File: src/rtl/qdec_lb_pkg.sv
// Shared definitions for the CABAC syntax line-buffer write side: record size,
// address width, packer states and the byte map used by producers and consumers.
package qdec_lb_pkg;

   localparam int CTU_BYTES = 2192;
   localparam int ADDR_W    = 12;

   // Byte offsets of each syntax region inside one CTU record.
   localparam int LB_OFS_SAO = 0;
   localparam int LB_OFS_TOP = 13;
   localparam int LB_OFS_CQT = 16;
   localparam int LB_OFS_CU  = 24;

   typedef enum logic [2:0] {
      LB_IDLE,
      LB_CLEAR,
      LB_ACTIVE,
      LB_FLUSH,
      LB_SWITCH
   } lb_pk_state_t;

   // Replace the bits [bitofs +: width] of old_byte with the low bits of value.
   // Callers guarantee 1 <= width and bitofs + width <= 8.
   function automatic logic [7:0] lb_merge_byte(
      input logic [7:0] old_byte,
      input logic [2:0] bitofs,
      input logic [3:0] width,
      input logic [7:0] value
   );
      logic [15:0] mask;
      logic [15:0] field;
      mask  = ((16'd1 << width) - 16'd1) << bitofs;
      field = {8'd0, value} << bitofs;
      return (old_byte & ~mask[7:0]) | (field[7:0] & mask[7:0]);
   endfunction

endpackage

File: src/rtl/qdec_lb_packer.sv
// Packs decoded syntax fields into byte images and writes them into the
// ping-pong line buffer; clears each CTU record first and swaps banks at the end.
module qdec_lb_packer #(
   parameter int CTU_BYTES = qdec_lb_pkg::CTU_BYTES,
   parameter int ADDR_W    = qdec_lb_pkg::ADDR_W
) (
   input  logic              clk,
   input  logic              rst_n,
   input  logic              ctu_start,
   input  logic              ctu_done,
   input  logic              se_valid,
   output logic              se_ready,
   input  logic [ADDR_W-1:0] se_addr,
   input  logic [2:0]        se_bitofs,
   input  logic [3:0]        se_width,
   input  logic [7:0]        se_value,
   output logic [ADDR_W-1:0] lb_waddr,
   output logic [7:0]        lb_din,
   output logic              lb_we,
   output logic              lb_switch,
   output logic              busy,
   output logic              err
);
   import qdec_lb_pkg::*;

   // One spare count beyond the last address lets CLEAR hold until its final
   // write is on the port, so no field write can overtake the clear.
   localparam int                CNT_W   = ADDR_W + 1;
   localparam logic [CNT_W-1:0]  CTU_END = CNT_W'(CTU_BYTES);
   localparam logic [CNT_W-1:0]  CNT_ONE = CNT_W'(1);

   lb_pk_state_t      state_q, state_d;
   logic [CNT_W-1:0]  clr_cnt_q, clr_cnt_d;
   logic              pend_valid_q, pend_valid_d;
   logic [ADDR_W-1:0] pend_addr_q, pend_addr_d;
   logic [7:0]        pend_byte_q, pend_byte_d;

   logic              we_d, switch_d, err_d;
   logic [ADDR_W-1:0] waddr_d;
   logic [7:0]        din_d;

   logic              accept;
   logic              field_ok;
   logic [4:0]        field_end;

   assign se_ready  = (state_q == LB_ACTIVE);
   assign accept    = se_valid && se_ready;
   assign field_end = {2'b00, se_bitofs} + {1'b0, se_width};
   assign field_ok  = (se_width != 4'd0) && (field_end <= 5'd8) &&
                      ({1'b0, se_addr} < CTU_END);

   always_comb begin
      // NOTE: every variable gets a default before the case so no path can
      // leave one unassigned and infer a latch.
      state_d      = state_q;
      clr_cnt_d    = clr_cnt_q;
      pend_valid_d = pend_valid_q;
      pend_addr_d  = pend_addr_q;
      pend_byte_d  = pend_byte_q;
      we_d         = 1'b0;
      waddr_d      = lb_waddr;
      din_d        = lb_din;
      switch_d     = 1'b0;
      err_d        = err;

      if (ctu_start && state_q != LB_IDLE) err_d = 1'b1;
      if (ctu_done && state_q != LB_ACTIVE) err_d = 1'b1;

      case (state_q)
         LB_IDLE: begin
            if (ctu_start) begin
               state_d   = LB_CLEAR;
               clr_cnt_d = '0;
            end
         end

         LB_CLEAR: begin
            pend_valid_d = 1'b0;
            if (clr_cnt_q == CTU_END) begin
               state_d = LB_ACTIVE;
            end else begin
               we_d      = 1'b1;
               waddr_d   = clr_cnt_q[ADDR_W-1:0];
               din_d     = 8'h00;
               clr_cnt_d = clr_cnt_q + CNT_ONE;
            end
         end

         LB_ACTIVE: begin
            // A field arriving with ctu_done is merged before the flush.
            if (accept) begin
               if (!field_ok) begin
                  err_d = 1'b1;
               end else if (pend_valid_q && se_addr == pend_addr_q) begin
                  pend_byte_d = lb_merge_byte(pend_byte_q, se_bitofs, se_width, se_value);
               end else begin
                  if (pend_valid_q) begin
                     we_d    = 1'b1;
                     waddr_d = pend_addr_q;
                     din_d   = pend_byte_q;
                  end
                  pend_valid_d = 1'b1;
                  pend_addr_d  = se_addr;
                  pend_byte_d  = lb_merge_byte(8'h00, se_bitofs, se_width, se_value);
               end
            end
            if (ctu_done) state_d = LB_FLUSH;
         end

         LB_FLUSH: begin
            if (pend_valid_q) begin
               we_d    = 1'b1;
               waddr_d = pend_addr_q;
               din_d   = pend_byte_q;
            end
            pend_valid_d = 1'b0;
            state_d      = LB_SWITCH;
         end

         LB_SWITCH: begin
            switch_d = 1'b1;
            state_d  = LB_IDLE;
         end

         default: state_d = LB_IDLE;
      endcase
   end

   // NOTE: sequential state uses non-blocking assignments only; the pending
   // byte is plain state (not a memory) and is cleared by reset with the rest.
   always_ff @(posedge clk or negedge rst_n) begin
      if (!rst_n) begin
         state_q      <= LB_IDLE;
         clr_cnt_q    <= '0;
         pend_valid_q <= 1'b0;
         pend_addr_q  <= '0;
         pend_byte_q  <= 8'h00;
         lb_we        <= 1'b0;
         lb_waddr     <= '0;
         lb_din       <= 8'h00;
         lb_switch    <= 1'b0;
         busy         <= 1'b0;
         err          <= 1'b0;
      end else begin
         state_q      <= state_d;
         clr_cnt_q    <= clr_cnt_d;
         pend_valid_q <= pend_valid_d;
         pend_addr_q  <= pend_addr_d;
         pend_byte_q  <= pend_byte_d;
         lb_we        <= we_d;
         lb_waddr     <= waddr_d;
         lb_din       <= din_d;
         lb_switch    <= switch_d;
         busy         <= (state_q != LB_IDLE);
         err          <= err_d;
      end
   end

endmodule
File: config.mk
export PLATFORM = sky130hd
export DESIGN_NAME = qdec_lb_packer
export DESIGN_NICKNAME = d
export VERILOG_FILES = /design/src/rtl/qdec_lb_pkg.sv /design/src/rtl/qdec_lb_packer.sv
export SDC_FILE = /design/constraint.sdc
export NUM_CORES = 1
export LEC_CHECK = 0
export ABC_AREA = 1
export CORE_MARGIN = 2
export CORE_UTILIZATION = 51
export DETAILED_ROUTE_END_ITERATION = 10
export DONT_BUFFER_PORTS = 1
export PLACE_DENSITY = 0.66
export SLEW_MARGIN = 10
export SYNTH_ARGS = -nofsm -noshare
export SYNTH_HDL_FRONTEND = slang
export SYNTH_SLANG_ARGS = --single-unit
export TNS_END_PERCENT = 50
File: constraint.sdc
create_clock -name clk -period 2.4 [get_ports clk]
set_clock_uncertainty 0.15 [all_clocks]
set_input_delay 0.24 -clock clk [delete_from_list [all_inputs] [get_ports clk]]
set_output_delay 0.24 -clock clk [all_outputs]
set_load 0.02 [all_outputs]
==> results.md, run 1 <==
* Clock sinks at 61
* Final period util at about 84%
* Max VDD drop at 0.0004362 V
* Postcts setup bufs at 0
* GPL Wtd Cong at 0.9475
* CP cell instances: nor2_2, nand2_1, inv_2, nand2_1, inv_1, nand2_2, nor2_4, nor2_1, nand2_1, nand2_1
* Ranking of synthesized cells by area: dfrtp_1, nand2_1, nand3_1
* Power per cell area at about 1000 nW/µm²
* Critical path's slowest cell: dfrtp_1
* Syn Area/Cell at a little over 7 µm²
* CTS tree: yes
* CP arrival at roughly 2.1 ns
* Final setup margin at 0.3849 ns
* ANT cells at 0
* Clock slew at reported path FFs at 0.07 ns
* Most frequent cells in the layout: nand2_1, dfrtp_1, inv_1
* Setup violators final at 0
* Most common cell after layout, fill and taps aside: nand2_1
* Run status: finished clean
* Max Root-Sink Buffers at 2
* Layout area overhead at 13.17%
* Iter 0 DRT Violations at about 240
* Via Count at between 3000 and 4000
* Least-Margin Pin Slew at 0.4372 ns
* Net count, final at 609
* Inst Count DP at ~640
* CTS Root Cell: clkbuf_8
* Endpoint type of the worst setup path: register
* Final core occ at about three fifths
* CTS H-tree depth at 3
* Worst EP required at 2.47 ns
* First-pass GRT wire length at approximately 16000 µm
* DRC viols at 0
* Share of the synthesized area in the top cell type at 39.09%
* Startpoint types: register
* Setup WS pre-CTS at 0.07070 ns
* Row cnt at 31
* Buf+Inv Stages, Crit Path at 2
* Pin count of the biggest net entering global routing at 62
* Starting Density at between 50% and 60%
* Die W at between 90 and 100 µm
* Die H at roughly 92 µm
* I/O pin total at 57
* Total gr overflow at 0
* Distinct cell type count after synthesis at 36
* Slew Viols, Final at 0
* RSZ-0062 raised after global routing: no
* Worst-path fanout max at 12
* Mapped Area at 3905 µm²
* Gate Count Post-Synth at about 550
* Leakage power at approximately 2.2 nW
* CP dominant cell by count: nand2_1
* Final Hold Violating Endpoints at 0
* Total power at 4.601 mW
* Max Cap Viol at 0
* WL/cell at 13.54 µm
* Post-synthesis sequential area ratio at 39.09%
* Total CTS buffers at 9
* CORE AREA at ~7300 µm²
* Post-CTS resize count at 0
* DIE AREA at ~8400 µm²
* HP Class: in -> reg
* CP max stage delay at about 0.4 ns
* Critical path's top delay family: simple AND/OR/NAND/NOR gates
* Cell taking the most area after synthesis: dfrtp_1
* Tmin final at roughly 2.0 ns
* Slew Limit Headroom at 70.82%
* Total Wirelength at between 9000 and 10000 µm
* Vias in the first global route at 3304
* Drt first pass iters at 5
* Sum of negative setup slack at 0 ns
* Final std cells w/o fill at roughly 670
* Ratio of cells with drive above 1 in the final layout at 8.000%
* Initial antenna violation count at 0
* Number of vias per cell at 5.325
* Crit path kind: reg -> reg
* Clock Latency Late Sink at approximately 0.34 ns
* Total Routing Usage GR at between 20% and 30%
* Synthesized flop and latch total at between 60 and 70
* Yosys warns at 0
* IO Port Bufs at 0
* FMAX at between 400 and 500 MHz
* Antenna viol nets, final at 0
* Hpwl dp at 6747 µm
* Syn nets at slightly below 600
## what timing repair did
item	4_1_cts	5_1_grt
endpoints found under the hold margin	78	0
setup endpoints to repair	0	0
hold buffers	19	0
## layer usage
metal / vias to the layer above / global-route usage [%] / wire, µm
li1: 1827 / - / -
met1: 1617 / 34.20 / 4398
met2: 134 / 34.07 / 3864
met3: 11 / 5.643 / 744
met4: 0 / 6.566 / 116
met5: - / 0 / 0
## cells in the mapped netlist, drive strengths merged
| cell type | instances |
|---|---|
| nand2 | 192 |
| dfrtp | 61 |
| inv | 56 |
| nand3 | 51 |
| nor2 | 46 |
| o21ai | 33 |
| nand4 | 29 |
| buf | 15 |
| a21oi | 10 |
| xnor2 | 9 |
| xor2 | 8 |
| nor3 | 7 |
| ha | 6 |
| o22ai | 6 |
| clkbuf | 5 |
| or2 | 5 |
| clkinv | 2 |
| nor3b | 2 |
| nor4 | 2 |
| o31ai | 2 |
| a221oi | 1 |
| fa | 1 |
| mux2i | 1 |
| nand3b | 1 |
| o21a | 1 |
## through the flow
step           hold WS (ns)  instance area [µm²]
2_1_floorplan       -0.2056                 3905
3_3_place_gp        -0.2042                 3965
3_5_place_dp        -0.2042                 3965
4_1_cts           0.0001080                 4419
5_1_grt             0.03832                 4419
6_report            0.01964                 4419
## cell type report
cell class	instances	area [µm²]
clock inverters	6	108.9
inverters	58	217.7
flip-flops and latches	61	1526
clock buffers	10	137.6
repair buffers	27	267.8
fillers	656	2912
well taps	99	123.9
multi-input cells	413	2037
## tightest hold or removal path: stages
cell     delay, ns
nand2_1       0.05
nand4_1       0.08
nand2_1       0.06
inv_1         0.04
## final timing paths
check / from / to / slack (ns) / cells after the start
min in group asynchronous: rst_n / lb_din[5]$_DFFE_PN0P_ / 0.27 / 2
setup reg to reg: state_q[0]$_DFFE_PN0P_ / register / 0.38 / 10
setup / recovery: state_q[0]$_DFFE_PN0P_ / register / 0.38 / 10
hold reg to reg: state_q[0]$_DFFE_PN0P_ / lb_switch$_DFF_PN0_ / 0.34 / 1
hold / removal: se_bitofs[2] / register / 0.02 / 4
max in group asynchronous: rst_n / asynchronous set/reset pin / 1.56 / 2
## where the power goes
part           switching [mW]  internal, mW  total [mW]  leakage [nW]
logic                    1.03         0.571        1.60          1.28
registers               0.474          1.39        1.87         0.810
clock network           0.410         0.718        1.13         0.127
## logic make-up after synthesis
| kind of cell | share of synthesized area, % |
|---|---|
| AOI/OAI and AO/OA | 7.370 |
| xor gates and xnor gates | 3.813 |
| adders and majority gates | 2.435 |
| buffers and inverters | 8.747 |
| DFF | 39.09 |
| muxes | 0.2563 |
| and+or+nand+nor | 38.29 |
Power figures use the tool's default switching activity.
==> run 2: changes to the inputs <==
--- a/config.mk
+++ b/config.mk
@@ -5,7 +5,7 @@
 export SDC_FILE = /design/constraint.sdc
 export NUM_CORES = 1
 export LEC_CHECK = 0
-export ABC_AREA = 1
+export ABC_AREA = 0
 export CORE_MARGIN = 2
 export CORE_UTILIZATION = 51
 export DETAILED_ROUTE_END_ITERATION = 10
==> constraint.sdc (replaced) <==
create_clock -name clk -period 2 [get_ports clk]
set_clock_uncertainty 0.15 [all_clocks]
set_input_delay 0.2 -clock clk [delete_from_list [all_inputs] [get_ports clk]]
set_output_delay 0.2 -clock clk [all_outputs]
set_load 0.02 [all_outputs]
==> results.md, run 2 <==
* Run status: finished with violations (was finished clean)
* Failing checks: negative setup slack
* First-pass GRT wire length at 15370 µm (was 15770 µm)
* Fill cells at 501 (was 656)
* Total gr overflow at 0 (unchanged)
* Top-count cell post-synth: dfrtp_1 (was nand2_1)
* Iter 0 DRT Violations at 141 (was 237)
* Total Wirelength at 9762 µm (was 9124 µm)
* Number of vias per cell at 5.641 (was 5.325)
* Starting Density at 53.32% (was 53.27%)
* GPL Wtd Cong at 0.8203 (was 0.9475)
* CORE AREA at 6907 µm² (was 7331 µm²)
* Vias in the first global route at 3155 (was 3304)
* Clock sinks at 61 (unchanged)
* Clock Latency Late Sink at 0.34 ns (about the same)
* FMAX at 432.4 MHz (was 496.2 MHz)
* Net count, final at 501 (was 609)
* DIE AREA at 7916 µm² (was 8373 µm²)
* Slew Viols, Final at 0 (unchanged)
* Drt first pass iters at 5 (unchanged)
* Max Cap Viol at 0 (unchanged)
* Asr flop ratio synth at 100.0% (unchanged)
* EDFF count, synth at 0 (unchanged)
* Share of the synthesized area in the top cell type at 41.45% (was 39.09%)
* Mapped Area at 3682 µm² (was 3905 µm²)
* Max Root-Sink Buffers at 2 (unchanged)
* Die H at 88.97 µm (was 91.51 µm)
* CTS H-tree depth at 3 (unchanged)
* Cell taking the most area after synthesis: dfrtp_1 (unchanged)
* IO Port Bufs at 0 (unchanged)
* Leakage power at 2.301 nW (was 2.214 nW)
* DRC viols at 0 (unchanged)
* Final Hold Violating Endpoints at 0 (unchanged)
* Endpoint type of the worst setup path: register (unchanged)
* Startpoint types: register (unchanged)
* Synthesized flop and latch total at 61 (unchanged)
* Ratio of cells with drive above 1 in the final layout at 28.91% (was 8.000%)
* Syn nets at 423 (was 591)
* Syn Area/Cell at 9.589 µm² (was 7.074 µm²)
* Final period util at 115.6% (was 83.96%)
* Crit path kind: reg -> reg (unchanged)
* Least-Margin Pin Slew at 0.4322 ns (was 0.4372 ns)
* HP Class: in -> reg (unchanged)
* Total CTS buffers at 9 (unchanged)
* WL/cell at 17.34 µm (was 13.54 µm)
* Synth top cells by count: dfrtp_1, nand2_1, mux2_1 (was nand2_1, dfrtp_1, inv_1)
* Clock slew at reported path FFs at 0.07 ns (about the same)
* Antenna viol nets, final at 0 (unchanged)
* Worst-path fanout max at 7 (was 12)
* Die W at 88.97 µm (was 91.51 µm)
* Row cnt at 30 (was 31)
* Initial antenna violation count at 0 (unchanged)
* Layout area overhead at 36.22% (was 13.17%)
* Total Routing Usage GR at 25.67% (was 23.30%)
* Most common cell after layout, fill and taps aside: dfrtp_1 (was nand2_1)
* CTS tree: yes (unchanged)
* Hpwl dp at 6253 µm (was 6747 µm)
* ANT cells at 0 (unchanged)
* Max VDD drop at 0.0004109 V (was 0.0004362 V)
* Yosys warns at 0 (unchanged)
* Ranking of synthesized cells by area: dfrtp_1, mux2_1, nand2_1 (was dfrtp_1, nand2_1, nand3_1)
* Setup violators final at 55 (was 0)
* Tmin final at 2.312 ns (was 2.015 ns)
* I/O pin total at 57 (unchanged)
* Post-synthesis sequential area ratio at 41.45% (was 39.09%)
* CTS Root Cell: clkbuf_8 (unchanged)
* Worst EP required at 2.07 ns (was 2.47 ns)
* Final setup margin at -0.3124 ns (was 0.3849 ns)
* CP arrival at 2.39 ns (was 2.09 ns)
* Distinct cell type count after synthesis at 60 (was 36)
* Power per cell area at 529.9 nW/µm² (was 1041 nW/µm²)
* Synth Flop Type: dfrtp_1 (unchanged)
* Via Count at 3176 (was 3589)
* Fin Hold WS at 0.01379 ns (was 0.01964 ns)
* Slew Limit Headroom at 70.36% (was 70.82%)
* Total power at 2.658 mW (was 4.601 mW)
* Gate Count Post-Synth at 384 (was 552)
* Pin count of the biggest net entering global routing at 62 (unchanged)
* Most frequent cells in the layout: dfrtp_1, nand2_1, buf_4 (was nand2_1, dfrtp_1, inv_1)
* RSZ-0062 raised after global routing: yes (was no)
[run 2: what timing repair did]
| item | in CTS | in global routing |
|---|---|---|
| gates resized for setup | 18 | 22 |
| hold buffers | 22 | 0 |
| cloned | 2 | 1 |
| endpoints found under the hold margin | 82 | 0 |
| setup buffers | 6 | 3 |
| pin swaps | 8 | 4 |
| setup endpoints to repair | 55 | 56 |
[run 2: metal layers]
metal / global-route usage [%] / routed length [µm]
met1: 36.03 / 4554
met2: 39.69 / 4576
met3: 5.910 / 481
met4: 8.412 / 150
met5: 0 / 0
[run 2: cell type report]
type                       count  area, µm²  area share, %
tap                           96      120.1          2.395
clock buffer                  13      168.9          3.367
clock inverter                 3      42.54         0.8481
multi-input combinational    281       2230          44.45
sequential                    61       1526          30.43
inverter                      19      71.32          1.422
timing repair buffer          90      857.1          17.09
[run 2: metrics by stage]
step	setup TNS [ns]	std cells	instance area, µm²	utilization [%]	setup WS (ns)
6_report	-11.15	563	5016	72.63	-0.3124
3_5_place_dp	-12.61	513	4268	61.79	-0.3159
3_3_place_gp	-11.27	513	4268	61.79	-0.2667
2_1_floorplan	-6.123	384	3849	-	-0.2488
4_1_cts	-10.37	559	4877	70.62	-0.2872
5_1_grt	-15.30	563	5016	72.63	-0.4034
[run 2: worst max-delay path, cell delays in order, from the launching register on]
cell	delay [ns]
dfrtp_1	0.39
or4bb_4	0.58
nor4_4	0.27
a21o_1	0.13
o32a_4	0.21
buf_12	0.14
mux2_1	0.32
[run 2: report_power, final]
part / total (mW) / switching, mW / internal [mW]
Sequential: 1.23 / 0 / 1.23
Combinational: 0.262 / 0.124 / 0.139
Clock: 1.16 / 0.486 / 0.676
Total: 2.66 / 0.610 / 2.05
[run 2: logic make-up after synthesis]
| logic type | synth area share (%) |
|---|---|
| AO/OA/AOI/OAI | 12.67 |
| XOR/XNOR | 5.437 |
| adder cells (fa/ha/maj) | 2.582 |
| buffers and inverters | 4.757 |
| flip-flops | 41.45 |
| multiplexers | 15.15 |
| AND/OR/NAND/NOR | 17.94 |
[run 2: path summary, 6_finish.rpt]
| path | start | end | slack, ns | depth (start not counted) |
|---|---|---|---|---|
| hold / removal | se_bitofs[1] | register | 0.01 | 2 |
| setup / recovery | clr_cnt_q[12]$_DFFE_PN0P_ | lb_waddr[6]$_DFFE_PN0P_ | -0.31 | 6 |
| setup reg to reg | clr_cnt_q[12]$_DFFE_PN0P_ | lb_waddr[6]$_DFFE_PN0P_ | -0.31 | 6 |
| hold reg to reg | register | lb_din[7]$_DFFE_PN0P_ | 0.38 | 2 |
| min in group asynchronous | rst_n | pend_addr_q[11]$_DFFE_PN0P_ | 0.22 | 2 |
| max in group asynchronous | rst_n | asynchronous set/reset pin | 1.21 | 2 |
